`config.mk`:
```
export PLATFORM = sky130hd
export DESIGN_NAME = uart_tx
export DESIGN_NICKNAME = d
export VERILOG_FILES = /design/src/rtl/uart_tx.sv
export SDC_FILE = /design/constraint.sdc
export NUM_CORES = 1
export LEC_CHECK = 0
export CAP_MARGIN = 20
export CORE_MARGIN = 4
export CORE_UTILIZATION = 30
export DETAILED_ROUTE_END_ITERATION = 10
export PLACE_DENSITY_LB_ADDON = 0.15
export SYNTH_ARGS = -nofsm -noshare
export SYNTH_HDL_FRONTEND = slang
export SYNTH_SLANG_ARGS = --single-unit
export TNS_END_PERCENT = 1
```
`constraint.sdc`:
```
create_clock -name clk -period 2.9 [get_ports clk]
set_input_delay 0.29 -clock clk [delete_from_list [all_inputs] [get_ports clk]]
set_output_delay 0.29 -clock clk [all_outputs]
set_load 0.05 [all_outputs]
```
`src/rtl/uart_tx.sv`:
```
// 8N1 UART transmitter fed by a small byte FIFO.
// Back-to-back queued bytes go out as contiguous frames with no idle gap between them.
module uart_tx #(
    parameter int CLKS_PER_BIT = 3,
    parameter int FIFO_DEPTH   = 4
) (
    input  logic       clk,
    input  logic       rst,
    input  logic       soft_rst,
    input  logic       wr_en,
    input  logic [7:0] wr_data,
    output logic       tx_data_out,
    output logic       tx_busy,
    output logic       tx_done,
    output logic       fifo_full,
    output logic       fifo_empty,
    output logic       wr_overflow
);

    localparam int BAUD_W = (CLKS_PER_BIT > 2) ? $clog2(CLKS_PER_BIT) : 1;
    localparam int PTR_W  = $clog2(FIFO_DEPTH);
    localparam int CNT_W  = FIFO_DEPTH + 1;

    localparam logic [BAUD_W-1:0] BAUD_LAST = BAUD_W'(CLKS_PER_BIT - 1);
    localparam logic [CNT_W-1:0]  CNT_FULL  = CNT_W'(FIFO_DEPTH);

    typedef enum logic [1:0] {
        IDLE,
        START,
        DATA,
        STOP
    } state_t;

    // ------------------------------------------------------------------
    // Byte queue
    // ------------------------------------------------------------------
    logic [7:0]       mem [FIFO_DEPTH];
    logic [PTR_W-1:0] wr_ptr;
    logic [PTR_W-1:0] rd_ptr;
    logic [CNT_W-1:0] count;
    logic [CNT_W-1:0] count_next;
    logic             push;
    logic             pop;

    assign push = wr_en & ~fifo_full;

    always_comb begin
        count_next = count;
        case ({push, pop})
            2'b10:   count_next = count + CNT_W'(1);
            2'b01:   count_next = count - CNT_W'(1);
            default: count_next = count;
        endcase
    end

    always_ff @(posedge clk or negedge rst) begin
        if (!rst) begin
            wr_ptr      <= '0;
            rd_ptr      <= '0;
            count       <= '0;
            fifo_full   <= 1'b0;
            fifo_empty  <= 1'b1;
            wr_overflow <= 1'b0;
        end else if (soft_rst) begin
            wr_ptr      <= '0;
            rd_ptr      <= '0;
            count       <= '0;
            fifo_full   <= 1'b0;
            fifo_empty  <= 1'b1;
            wr_overflow <= 1'b0;
        end else begin
            if (push) wr_ptr <= wr_ptr + PTR_W'(1);
            if (pop)  rd_ptr <= rd_ptr + PTR_W'(1);
            count       <= count_next;
            fifo_full   <= (count_next == CNT_FULL);
            fifo_empty  <= (count_next == '0);
            wr_overflow <= wr_en & fifo_full;
        end
    end

    // NOTE: storage has no reset; the pointers and count alone define what is valid.
    always_ff @(posedge clk) begin
        if (push && !soft_rst) begin
            mem[wr_ptr] <= wr_data;
        end
    end

    // ------------------------------------------------------------------
    // Frame sequencer
    // ------------------------------------------------------------------
    state_t            state;
    state_t            state_next;
    logic [BAUD_W-1:0] baud_cnt;
    logic [BAUD_W-1:0] baud_next;
    logic [2:0]        bit_idx;
    logic [2:0]        bit_next;
    logic [7:0]        tx_byte;
    logic [7:0]        byte_next;
    logic              line_next;
    logic              done_next;
    logic              baud_last;

    assign baud_last = (baud_cnt == BAUD_LAST);
    assign tx_busy   = (state != IDLE);

    // NOTE: every comb output gets a default first so no path can infer a latch.
    always_comb begin
        state_next = state;
        baud_next  = baud_cnt;
        bit_next   = bit_idx;
        byte_next  = tx_byte;
        line_next  = tx_data_out;
        done_next  = 1'b0;
        pop        = 1'b0;

        case (state)
            IDLE: begin
                line_next = 1'b1;
                if (!fifo_empty) begin
                    pop        = 1'b1;
                    byte_next  = mem[rd_ptr];
                    line_next  = 1'b0;
                    baud_next  = '0;
                    state_next = START;
                end
            end

            START: begin
                if (baud_last) begin
                    baud_next  = '0;
                    bit_next   = 3'd0;
                    line_next  = tx_byte[0];
                    state_next = DATA;
                end else begin
                    baud_next = baud_cnt + BAUD_W'(1);
                end
            end

            DATA: begin
                if (baud_last) begin
                    baud_next = '0;
                    if (bit_idx == 3'd7) begin
                        line_next  = 1'b1;
                        state_next = STOP;
                    end else begin
                        bit_next  = bit_idx + 3'd1;
                        line_next = tx_byte[bit_idx + 3'd1];
                    end
                end else begin
                    baud_next = baud_cnt + BAUD_W'(1);
                end
            end

            STOP: begin
                if (baud_last) begin
                    baud_next = '0;
                    done_next = 1'b1;
                    // Chain straight into the next start bit when more data is waiting.
                    if (!fifo_empty) begin
                        pop        = 1'b1;
                        byte_next  = mem[rd_ptr];
                        line_next  = 1'b0;
                        state_next = START;
                    end else begin
                        line_next  = 1'b1;
                        state_next = IDLE;
                    end
                end else begin
                    baud_next = baud_cnt + BAUD_W'(1);
                end
            end

            default: begin
                line_next  = 1'b1;
                state_next = IDLE;
            end
        endcase
    end

    // NOTE: sequential state uses non-blocking assignments only.
    always_ff @(posedge clk or negedge rst) begin
        if (!rst) begin
            state       <= IDLE;
            baud_cnt    <= '0;
            bit_idx     <= 3'd0;
            tx_byte     <= 8'h00;
            tx_data_out <= 1'b1;
            tx_done     <= 1'b0;
        end else if (soft_rst) begin
            state       <= IDLE;
            baud_cnt    <= '0;
            bit_idx     <= 3'd0;
            tx_byte     <= 8'h00;
            tx_data_out <= 1'b1;
            tx_done     <= 1'b0;
        end else begin
            state       <= state_next;
            baud_cnt    <= baud_next;
            bit_idx     <= bit_next;
            tx_byte     <= byte_next;
            tx_data_out <= line_next;
            tx_done     <= done_next;
        end
    end

endmodule

```
==> metrics.yaml, run 1 <==
outcome: "finished, final reports clean"
syn-num-nets: 256
cts_tree: "built"
synth_top_family_by_area: "simple AND/OR/NAND/NOR gates"
end_kind: "register"
period_needed_ps: 2740
postSynth.asyncResetShare: 0.475
fin_util: 0.380
hold_viol_final: 0
finalSetupViolCount: 0
clk_pin_slew_ps: 70
worstPathRequired_ps: 3130
wl_met3_um: 184
setup.worst_path.class: "reg -> reg"
drive_gt1_frac: 0.216
antenna_found_initial: 0
synthesis.area_mm2: 0.00295
htreeDepth: 3
nNetsFinal: 288
slew_viol_final: 0
grt_pass1_wl_mm: 9.51
vias: 1831
syn2layout_area_growth_pct: 21.4
ys_seq_area_frac: 0.573
worstReg2RegEnd: "fifo_full$_DFF_PN0_"
drt_wl_total_mm: 5.71
drt_iter0_drc: 80
worstSetupStartpointType: "register"
cts.sinks: 61
fmax_mhz: 365
finalWorstSetupSlack_ps: 164
antenna_left: 0
drt_pass1_iterations: 4
grt_pass1_vias: 1869
leakage_uw: 0.00138
skew_ps: 11.5
yosys_warnings: 0
path_max_fanout: 5
hpwlAfterDp_mm: 3.99
gp_congestion: 0.765
synth_adder_area_share: 0.0552
synth_area_per_cell_um2: 12.8
max-cap-violations: 0
r2r_start: "state[1]$_DFFE_PN0P_"
rows: 35
via_per_inst: 4.61
clockRootBuffer: "clkbuf_8"
synth-compound-area-share: 0.102
core-area_mm2: 0.00942
grt_util_all_layers: 0.108
min_period_over_period: 0.944
avgRoutedWirePerCell_um: 14.4
regArea_mm2: 0.00169
top_layer_used: "met4"
holdWs_ps: 338
grt_start_max_net_pins: 30
final_common_cell: "edfxtp_1"
met1_length_mm: 2.83
clk_path_buf_depth: 2
worstPathArrival_ps: 2960
start_util: 0.313
synth-edff-count: 32
min_path_type: "in -> async"
port_buffers: 17
die_w_um: 107
ys.flop_type: "edfxtp_1"
dp_slack_ps: 24.8
slew_headroom: 0.608
io_pins: 18
vdd_drop_max_mv: 0.276
route.detailed.drc: 0
powerDensity_mw_per_mm2: 848
met2_length_mm: 2.62
dieHeight_um: 107
die_area_mm2: 0.0115
synthCells: 231
rrSetupSlack_ps: 160
synth-seq-cells: 61
synthSimpleGateAreaFrac: 0.114
final_cell_mix: "32 x edfxtp_1, 27 x dfrtp_1, 20 x nand2_1"
synth_xor_xnor_area_share: 0.0208
hold_buffers: 0
synthMuxAreaShare: 0.103
rsz0062_at_grt: "yes"
multi_input_area_mm2: 0.00120
numCtsBuffers: 9
ff2ff_path_depth: 11
worstMarginPinSlew_ps: 588
ys_types: 47
overflow: 0
diodes: 0
clk_latency_ps: 340
fillers: 916
-- worst max-delay path, stage by stage, from the launching register on --
cell and delay, ps:
dfrtp_1 420, inv_2 110, ha_4 180, clkinvlp_4 90, a2111o_1 410, xnor2_2 150, ha_1 310, nor4bb_2 320
o311ai_1 150, a21oi_1 150, nor2_1 80, a2111oi_2 280
-- cell usage after synthesis, types with 4 or more instances --
| cell type | count | area [µm²] |
|---|---|---|
| dfrtp_1 | 27 | 676 |
| clkbuf_1 | 6 | 22.5 |
| nand2_1 | 20 | 75.1 |
| xnor2_1 | 5 | 43.8 |
| o21ai_0 | 14 | 70.1 |
| nor3_1 | 4 | 20.0 |
| nor2_1 | 18 | 67.6 |
| edfxtp_1 | 32 | 961 |
| nand3_1 | 5 | 25.0 |
| nor2b_1 | 4 | 25.0 |
| and3_1 | 5 | 31.3 |
| inv_1 | 10 | 37.5 |
| a21oi_1 | 14 | 70.1 |
| mux4_2 | 10 | 225 |
| ha_1 | 13 | 163 |
-- cell type report --
class                      count  share of cell area
inverter                      11              0.0126
timing repair buffer          32              0.0791
multi-input combinational    148               0.335
clock buffer                   9              0.0346
sequential                    61               0.472
clock inverter                 7              0.0210
tap                          129              0.0451
-- logic make-up after synthesis --
| group | Yosys count |
|---|---|
| simple gates | 67 |
| flops | 61 |
| compound gates | 44 |
| buf+inv | 22 |
| mux | 17 |
| fa+ha+maj | 13 |
| xor+xnor | 7 |
-- per-layer routing --
metal  GRT usage  vias up
li1            -      914
met2       0.164       25
met3      0.0331        6
met4      0.0420        0
met1       0.145      886
met5           0        -
-- worst max path at each step --
stage / cells past startpoint / from / slack [ps] / end
finish: 11 / state[1]$_DFFE_PN0P_ / 160 / fifo_full$_DFF_PN0_
CTS: 11 / state[1]$_DFFE_PN0P_ / 60 / fifo_full$_DFF_PN0_
detailed placement: 10 / wr_en / 20 / fifo_full$_DFF_PN0_
floorplan: 11 / state[1]$_DFFE_PN0P_ / -90 / fifo_full$_DFF_PN0_
global placement: 10 / wr_en / 100 / fifo_full$_DFF_PN0_
global route: 11 / state[0]$_DFFE_PN0P_ / -40 / fifo_full$_DFF_PN0_
-- stage by stage --
step | TNS, ps | std cells | cell area, µm² | power [µW]
after floorplan | -118 | 231 | 2970 | 1970
after global placement | 0 | 377 | 3330 | 2270
after detailed placement | 0 | 377 | 3330 | 2270
after CTS | 0 | 393 | 3530 | 3030
after global routing | -50.6 | 397 | 3580 | 3240
final | 0 | 397 | 3580 | 3030
-- flip-flops by register name, summed over array words and instances (netlist names) --
register and count:
fifo_empty 1, wr_ptr 2, fifo_full 1, state 2, tx_byte 8, mem 32, tx_done 1, count 5
bit_idx 3, tx_data_out 1, baud_cnt 2, wr_overflow 1, rd_ptr 2
-- report_power, final --
part / switching, µW / internal, µW / leakage (µW) / total, µW
Clock: 349 / 399 / 0.0000935 / 748
Combinational: 554 / 510 / 0.000615 / 1060
Sequential: 170 / 1050 / 0.000674 / 1220
-- timing repair --
| item | 4_1_cts | 5_1_grt |
|---|---|---|
| gates resized for setup | 0 | 3 |
| setup buffers | 0 | 3 |
| endpoints found under the setup margin | 0 | 2 |
No activity file was read; power rests on OpenSTA's default activity.
==> run 2: changes to the inputs <==
Settings changed: ABC_AREA from default to 1, CTS_BUF_LIST from default to sky130_fd_sc_hd__clkbuf_8 sky130_fd_sc_hd__clkbuf_16, PLACE_DENSITY from default to 0.51, PLACE_DENSITY_LB_ADDON 0.15 to default.
==> metrics.yaml, run 2 <==
outcome: "finished, final reports clean"
period_needed_ps: 2330  # -406 ps
synth-edff-count: 32  # unchanged
via_per_inst: 4.55  # -1.2%
vdd_drop_max_mv: 0.286  # +3.5%
ys_types: 33  # -30%
r2r_start: "state[0]$_DFFE_PN0P_"
overflow: 0  # unchanged
min_period_over_period: 0.803  # -0.140
hold_buffers: 0  # unchanged
fillers: 939  # +2.5%
hold_viol_final: 0  # unchanged
sw_frac_of_total: 0.403  # +0.0488
vias: 2086  # +14%
synth-seq-cells: 61  # unchanged
max-cap-violations: 0  # unchanged
grt_util_all_layers: 0.113  # +0.00446
leakage_uw: 0.00147  # +6.3%
path_cells: "inv_1, ha_1, nor2_8, nand3_4, nand2_1, nand2_1, ha_1, a21oi_1, inv_1, nand3_1, nand3_1, nand2_1, nand2_1, nand2_2, inv_2, nor2_2"
final_common_cell: "nand2_1"
path_max_fanout: 6  # +1
ff2ff_path_depth: 16  # +5
synth_area_per_cell_um2: 10.1  # -21%
drt_pass1_iterations: 4  # unchanged
numCtsBuffers: 9  # unchanged
rsz0062_at_grt: "no"
avgRoutedWirePerCell_um: 13.0  # -9.5%
largest_reg_flops: 32  # unchanged
drt_iter0_drc: 76  # -5.0%
drt_wl_total_mm: 5.96  # +4.5%
route.detailed.drc: 0  # unchanged
grt_pass1_wl_mm: 9.94  # +4.6%
worstMarginPinSlew_ps: 510  # -78.6 ps
instances_no_fill: 458  # +15%
ys.flop_type: "edfxtp_1"
ys_seq_area_frac: 0.571  # -0.00267
cts_tree: "built"
antenna_left: 0  # unchanged
regMostFlops: "mem"
worstPathArrival_ps: 2610  # -350 ps
fin_util: 0.372  # -0.00744
seq_power_share: 0.385  # -0.017
cts.sinks: 61  # unchanged
synthMostInstantiatedCell: "nand2_1"
diodes: 0  # unchanged
end_kind: "register"
clockPowerShare: 0.232  # -0.015
io_pins: 18  # unchanged
cts_setup_buffers: 0  # unchanged
setup.worst_path.class: "reg -> reg"
synth_top_area_share: 0.325  # -0.00152
slew_viol_final: 0  # unchanged
clk_path_buf_depth: 2  # unchanged
clk_pin_slew_ps: 80  # about the same
start_util: 0.314  # +0.00146
intPower_uw: 1810  # -7.5%
yosys_warnings: 0  # unchanged
rrSetupSlack_ps: 570  # +410 ps
die_w_um: 107  # +0.21%
antenna_found_initial: 0  # unchanged
worstPathRequired_ps: 3180  # +50 ps
syn2layout_area_growth_pct: 18.4
clockRootBuffer: "clkbuf_8"
drive_gt1_frac: 0.146  # -0.0705
core-area_mm2: 0.00942  # unchanged
final_cell_mix: "53 x nand2_1, 40 x inv_1, 32 x edfxtp_1"
fmax_mhz: 429  # +17%
synthCells: 294  # +27%
powerDensity_mw_per_mm2: 865  # +2.0%
die_area_mm2: 0.0115  # +0.43%
dp_cells: 442  # +17%
nNetsFinal: 349  # +21%
reg_top3: "mem: 32 flops, tx_byte: 8 flops, count: 5 flops"
cp_common_cell: "nand2_1"
grt_pass1_vias: 2037  # +9.0%
htreeDepth: 3  # unchanged
gp_congestion: 0.801  # +4.7%
synthesis.area_mm2: 0.00296  # +0.47%
p_comb_frac: 0.383  # +0.032
clk_latency_ps: 350  # about the same
synth_top_cell_by_area: "edfxtp_1"
worstReg2RegEnd: "fifo_full$_DFF_PN0_"
grt_start_max_net_pins: 30  # unchanged
hpwlAfterDp_mm: 4.06  # +1.6%
rows: 35  # unchanged
cts_resized: 0  # unchanged
dieHeight_um: 107  # +0.21%
worstSetupStartpointType: "register"
min_path_type: "in -> async"
skew_ps: 7.63  # -3.91 ps
yosys-top-cells-area: "edfxtp_1 32%, dfrtp_1 23%, nand2_1 6.7%, ha_1 5.5%, inv_1 5.1%"
finalSetupViolCount: 0  # unchanged
power.switching_uw: 1220  # +14%
port_buffers: 17  # unchanged
cpMaxStageDelayCell: "dfrtp_1"
finalSetupTns_ps: 0  # unchanged
slew_headroom: 0.658  # +0.0503
cp_slowest_stage_delay_ps: 420  # about the same
synth_top_cells_by_count: "53 x nand2_1, 40 x inv_1, 32 x edfxtp_1, 27 x dfrtp_1, 23 x nor2_1"
postSynth.asyncResetShare: 0.475  # unchanged
syn-num-nets: 319  # +25%
run 2: cell count changes in the layout (fill, tap and decap cells not counted), sizes merged, moves of 5 or more:
cell and delta:
and3 -5, nand4 +5, a32o +8, nor2 +7, mux4 -10, nand2 +40, o22ai +9, inv +38
xnor2 -5, nand3 +12, buf -7
run 2: worst max-delay path: cells and delay by family, from the launching register on:
kind | cells | cell delay [ps]
AO/OA/AOI/OAI | 1 | 150
AND/OR/NAND/NOR | 10 | 900
buffers and inverters | 3 | 240
flip-flops | 1 | 420
adder cells (fa/ha/maj) | 2 | 570
run 2: area by class of cell:
class	instances	area (µm²)	share of cell area
flip-flops and latches	61	1690	0.482
multi-input cells	181	1070	0.306
repair buffers	25	230	0.0657
inverters	46	173	0.0493
well taps	129	161	0.0460
clock buffers	9	124	0.0353
clock inverters	7	56.3	0.0161
run 2: worst max path at each step:
stage | start | to | slack (ps) | cells after the start
finish | state[0]$_DFFE_PN0P_ | fifo_full$_DFF_PN0_ | 570 | 16
global route | state[0]$_DFFE_PN0P_ | fifo_empty$_DFF_PN1_ | 270 | 16
CTS | state[0]$_DFFE_PN0P_ | fifo_full$_DFF_PN0_ | 540 | 16
detailed placement | state[0]$_DFFE_PN0P_ | fifo_empty$_DFF_PN1_ | 570 | 17
global placement | state[0]$_DFFE_PN0P_ | fifo_empty$_DFF_PN1_ | 620 | 17
floorplan | state[0]$_DFFE_PN0P_ | fifo_full$_DFF_PN0_ | 750 | 13
run 2: power groups by stage:
stage / sequential (µW) / combinational, µW / clock, µW
2_1_floorplan: 1200 / 854 / 0
3_3_place_gp: 1180 / 1170 / 0
3_5_place_dp: 1190 / 1170 / 0
4_1_cts: 1170 / 1180 / 723
5_1_grt: 1190 / 1320 / 765
6_report: 1170 / 1160 / 703
run 2: stage by stage:
step / area, µm² / setup WS (ps) / total power, µW / hold slack (ps)
floorplan: 2960 / 749 / 2060 / -5.59
global placement: 3330 / 618 / 2360 / 493
detailed placement: 3330 / 569 / 2360 / 523
CTS: 3510 / 543 / 3070 / 345
global route: 3510 / 266 / 3280 / 360
finish: 3510 / 570 / 3030 / 340
run 2: cells by family (layout without fill, tap and decap cells):
family                     Yosys count  count (layout)  share of synthesized area
and+or+nand+nor                    110             110                      0.181
DFF                                 61              61                      0.571
buffers and inverters               52              87                     0.0672
AOI/OAI and AO/OA                   55              55                      0.117
xor gates and xnor gates             3               3                    0.00888
adders and majority gates           13              13                     0.0549
run 2: metal layers:
metal / routed length [µm] / global-route usage / vias to the layer above
li1: - / - / 1058
met1: 2860 / 0.142 / 982
met2: 2740 / 0.178 / 34
met3: 242 / 0.0366 / 12
met4: 119 / 0.0460 / 0
met5: 0 / 0 / -
==> run 3: changes to the inputs <==
Settings changed: PLACE_DENSITY 0.51 to 0.49.
Clock period 2.9 ns to 2.2 ns, I/O delays scaled along.
==> metrics.yaml, run 3 (synthesis results as in run 2) <==
outcome: "finished, final reports clean"
slew_viol_final: 0  # unchanged
hold_buffers: 0  # unchanged
port_buffers: 17  # unchanged
antenna_left: 0  # unchanged
cp.buffers_inverters: 2  # -1
setup.worst_path.class: "reg -> reg"
syn2layout_area_growth_pct: 22.4
io_pins: 18  # unchanged
min_path_type: "in -> async"
cts.sinks: 61  # unchanged
rrSetupSlack_ps: 140  # -430 ps
ff2ff_path_depth: 15  # -1
clk_pin_slew_ps: 80  # about the same
clk_latency_ps: 350  # about the same
vias: 2113  # +1.3%
grt_start_max_net_pins: 30  # unchanged
max-cap-violations: 0  # unchanged
grt_util_all_layers: 0.112  # -0.00115
leakage_uw: 0.00150  # +2.1%
worstReg2RegEnd: "fifo_full$_DFF_PN0_"
dpl_cell_area_mm2: 0.00337  # +1.3%
worstMarginPinSlew_ps: 499  # -10.8 ps
grt_pass1_vias: 2055  # +0.88%
dieHeight_um: 107  # unchanged
antenna_found_initial: 0  # unchanged
hpwlAfterDp_mm: 4.06  # +0.18%
min_period_over_period: 0.938  # +0.134
htreeDepth: 3  # unchanged
cts_tree: "built"
slew_headroom: 0.666  # +0.00823
regMostFlops: "mem"
hold_viol_final: 0  # unchanged
numCtsBuffers: 9  # unchanged
powerDensity_mw_per_mm2: 1160  # +35%
via_per_inst: 4.54  # -0.23%
start_util: 0.314  # unchanged
fmax_mhz: 485  # +13%
fin_util: 0.385  # +0.0125
worstPathArrival_ps: 2350  # -260 ps
nNetsFinal: 356  # +2.0%
critPathTopFamily: "simple AND/OR/NAND/NOR gates"
cp_slowest_stage_delay_ps: 420  # about the same
drt_pass1_iterations: 4  # unchanged
cpMaxStageDelayCell: "dfrtp_1"
grt_pass1_wl_mm: 9.92  # -0.20%
r2r_start: "state[1]$_DFFE_PN0P_"
period_needed_ps: 2060  # -267 ps
die_area_mm2: 0.0115  # unchanged
diodes: 0  # unchanged
final_common_cell: "nand2_1"
end_kind: "register"
die_w_um: 107  # unchanged
dp_cells: 448  # +1.4%
final_cell_mix: "52 x nand2_1, 35 x inv_1, 32 x edfxtp_1"
clk_path_buf_depth: 2  # unchanged
final_area_mm2: 0.00362  # +3.4%
instances_no_fill: 465  # +1.5%
overflow: 0  # unchanged
drive_gt1_frac: 0.202  # +0.0565
avgRoutedWirePerCell_um: 12.8  # -1.6%
reg_top3: "mem: 32 flops, tx_byte: 8 flops, count: 5 flops"
path_max_fanout: 6  # unchanged
route.detailed.drc: 0  # unchanged
gp_congestion: 0.887  # +11%
worstPathRequired_ps: 2490  # -690 ps
skew_ps: 12.1  # +4.47 ps
drt_wl_total_mm: 5.96  # about the same
holdWs_ps: 263  # -77.0 ps
worstSetupStartpointType: "register"
clockRootBuffer: "clkbuf_8"
rows: 35  # unchanged
core-area_mm2: 0.00942  # unchanged
path_cells: "inv_2, ha_4, nor2_8, nand3_4, nand2_1, nand2_2, ha_2, a21oi_4, inv_2, nand2_2, nand3_2, o21ai_2, and2_4, nand3_2, nor2_2"
largest_reg_flops: 32  # unchanged
finalSetupViolCount: 0  # unchanged
drt_iter0_drc: 84  # +11%
vdd_drop_max_mv: 0.459  # +61%
-- run 3: cell count changes in the layout (fill, tap and decap cells not counted), moves of 2 or more --
cell,delta
buf_4,+8
inv_1,-5
inv_2,+5
ha_1,-4
ha_4,+3
inv_8,+2
-- run 3: how the worst max path moves through the flow --
stage                                    start                    to  slack [ps]  depth (start not counted)
after detailed placement  state[0]$_DFFE_PN0P_  fifo_empty$_DFF_PN1_        -0.5                         17
after floorplan           state[0]$_DFFE_PN0P_   fifo_full$_DFF_PN0_          50                         13
after CTS                 state[0]$_DFFE_PN0P_  fifo_empty$_DFF_PN1_          30                         16
after global placement    state[0]$_DFFE_PN0P_   fifo_full$_DFF_PN0_          60                         17
after global routing      state[0]$_DFFE_PN0P_   fifo_full$_DFF_PN0_          -5                         15
final                     state[1]$_DFFE_PN0P_   fifo_full$_DFF_PN0_         140                         15
-- run 3: worst reg2reg max path, cell delays in order (launching register included) --
cell	delay (ps)
dfrtp_1	420
inv_2	80
ha_4	270
nor2_8	160
nand3_4	80
nand2_1	70
nand2_2	60
ha_2	190
a21oi_4	130
inv_2	60
nand2_2	70
nand3_2	60
o21ai_2	70
and2_4	160
nand3_2	70
nor2_2	70
-- run 3: timing repair --
action,4_1_cts,5_1_grt
pin swaps,0,3
resized for setup,1,16
buffers inserted,0,1
hold endpoints to repair,0,0
setup endpoints to repair,2,5
-- run 3: layout make-up --
type	instances	area, µm²
Clock buffer	9	124
Multi-Input combinational cell	181	1130
Clock inverter	7	65.1
Fill cell	956	5790
Inverter	46	173
Sequential cell	61	1690
Tap cell	129	161
Timing Repair Buffer	32	280
-- run 3: through the flow --
stage	total power (µW)	TNS (ps)	setup slack [ps]
after floorplan	2710	0	49.1
after global placement	3160	0	56.3
after detailed placement	3160	-0.513	-0.513
after CTS	4140	0	27.8
after global routing	4550	-4.84	-4.84
final	4220	0	137
-- run 3: metal layers --
layer,track usage,routed length (µm),vias to the layer above
met5,0,0,-
met4,0.0307,68,0
li1,-,-,1072
met3,0.0438,282,5
met2,0.176,2810,37
met1,0.143,2790,999
-- run 3: power breakdown --
| part | internal [µW] | leakage [µW] | switching (µW) |
|---|---|---|---|
| Clock | 437 | 0.0000947 | 517 |
| Sequential | 1410 | 0.000671 | 140 |
| Combinational | 680 | 0.000734 | 1040 |
| Total | 2520 | 0.00150 | 1690 |
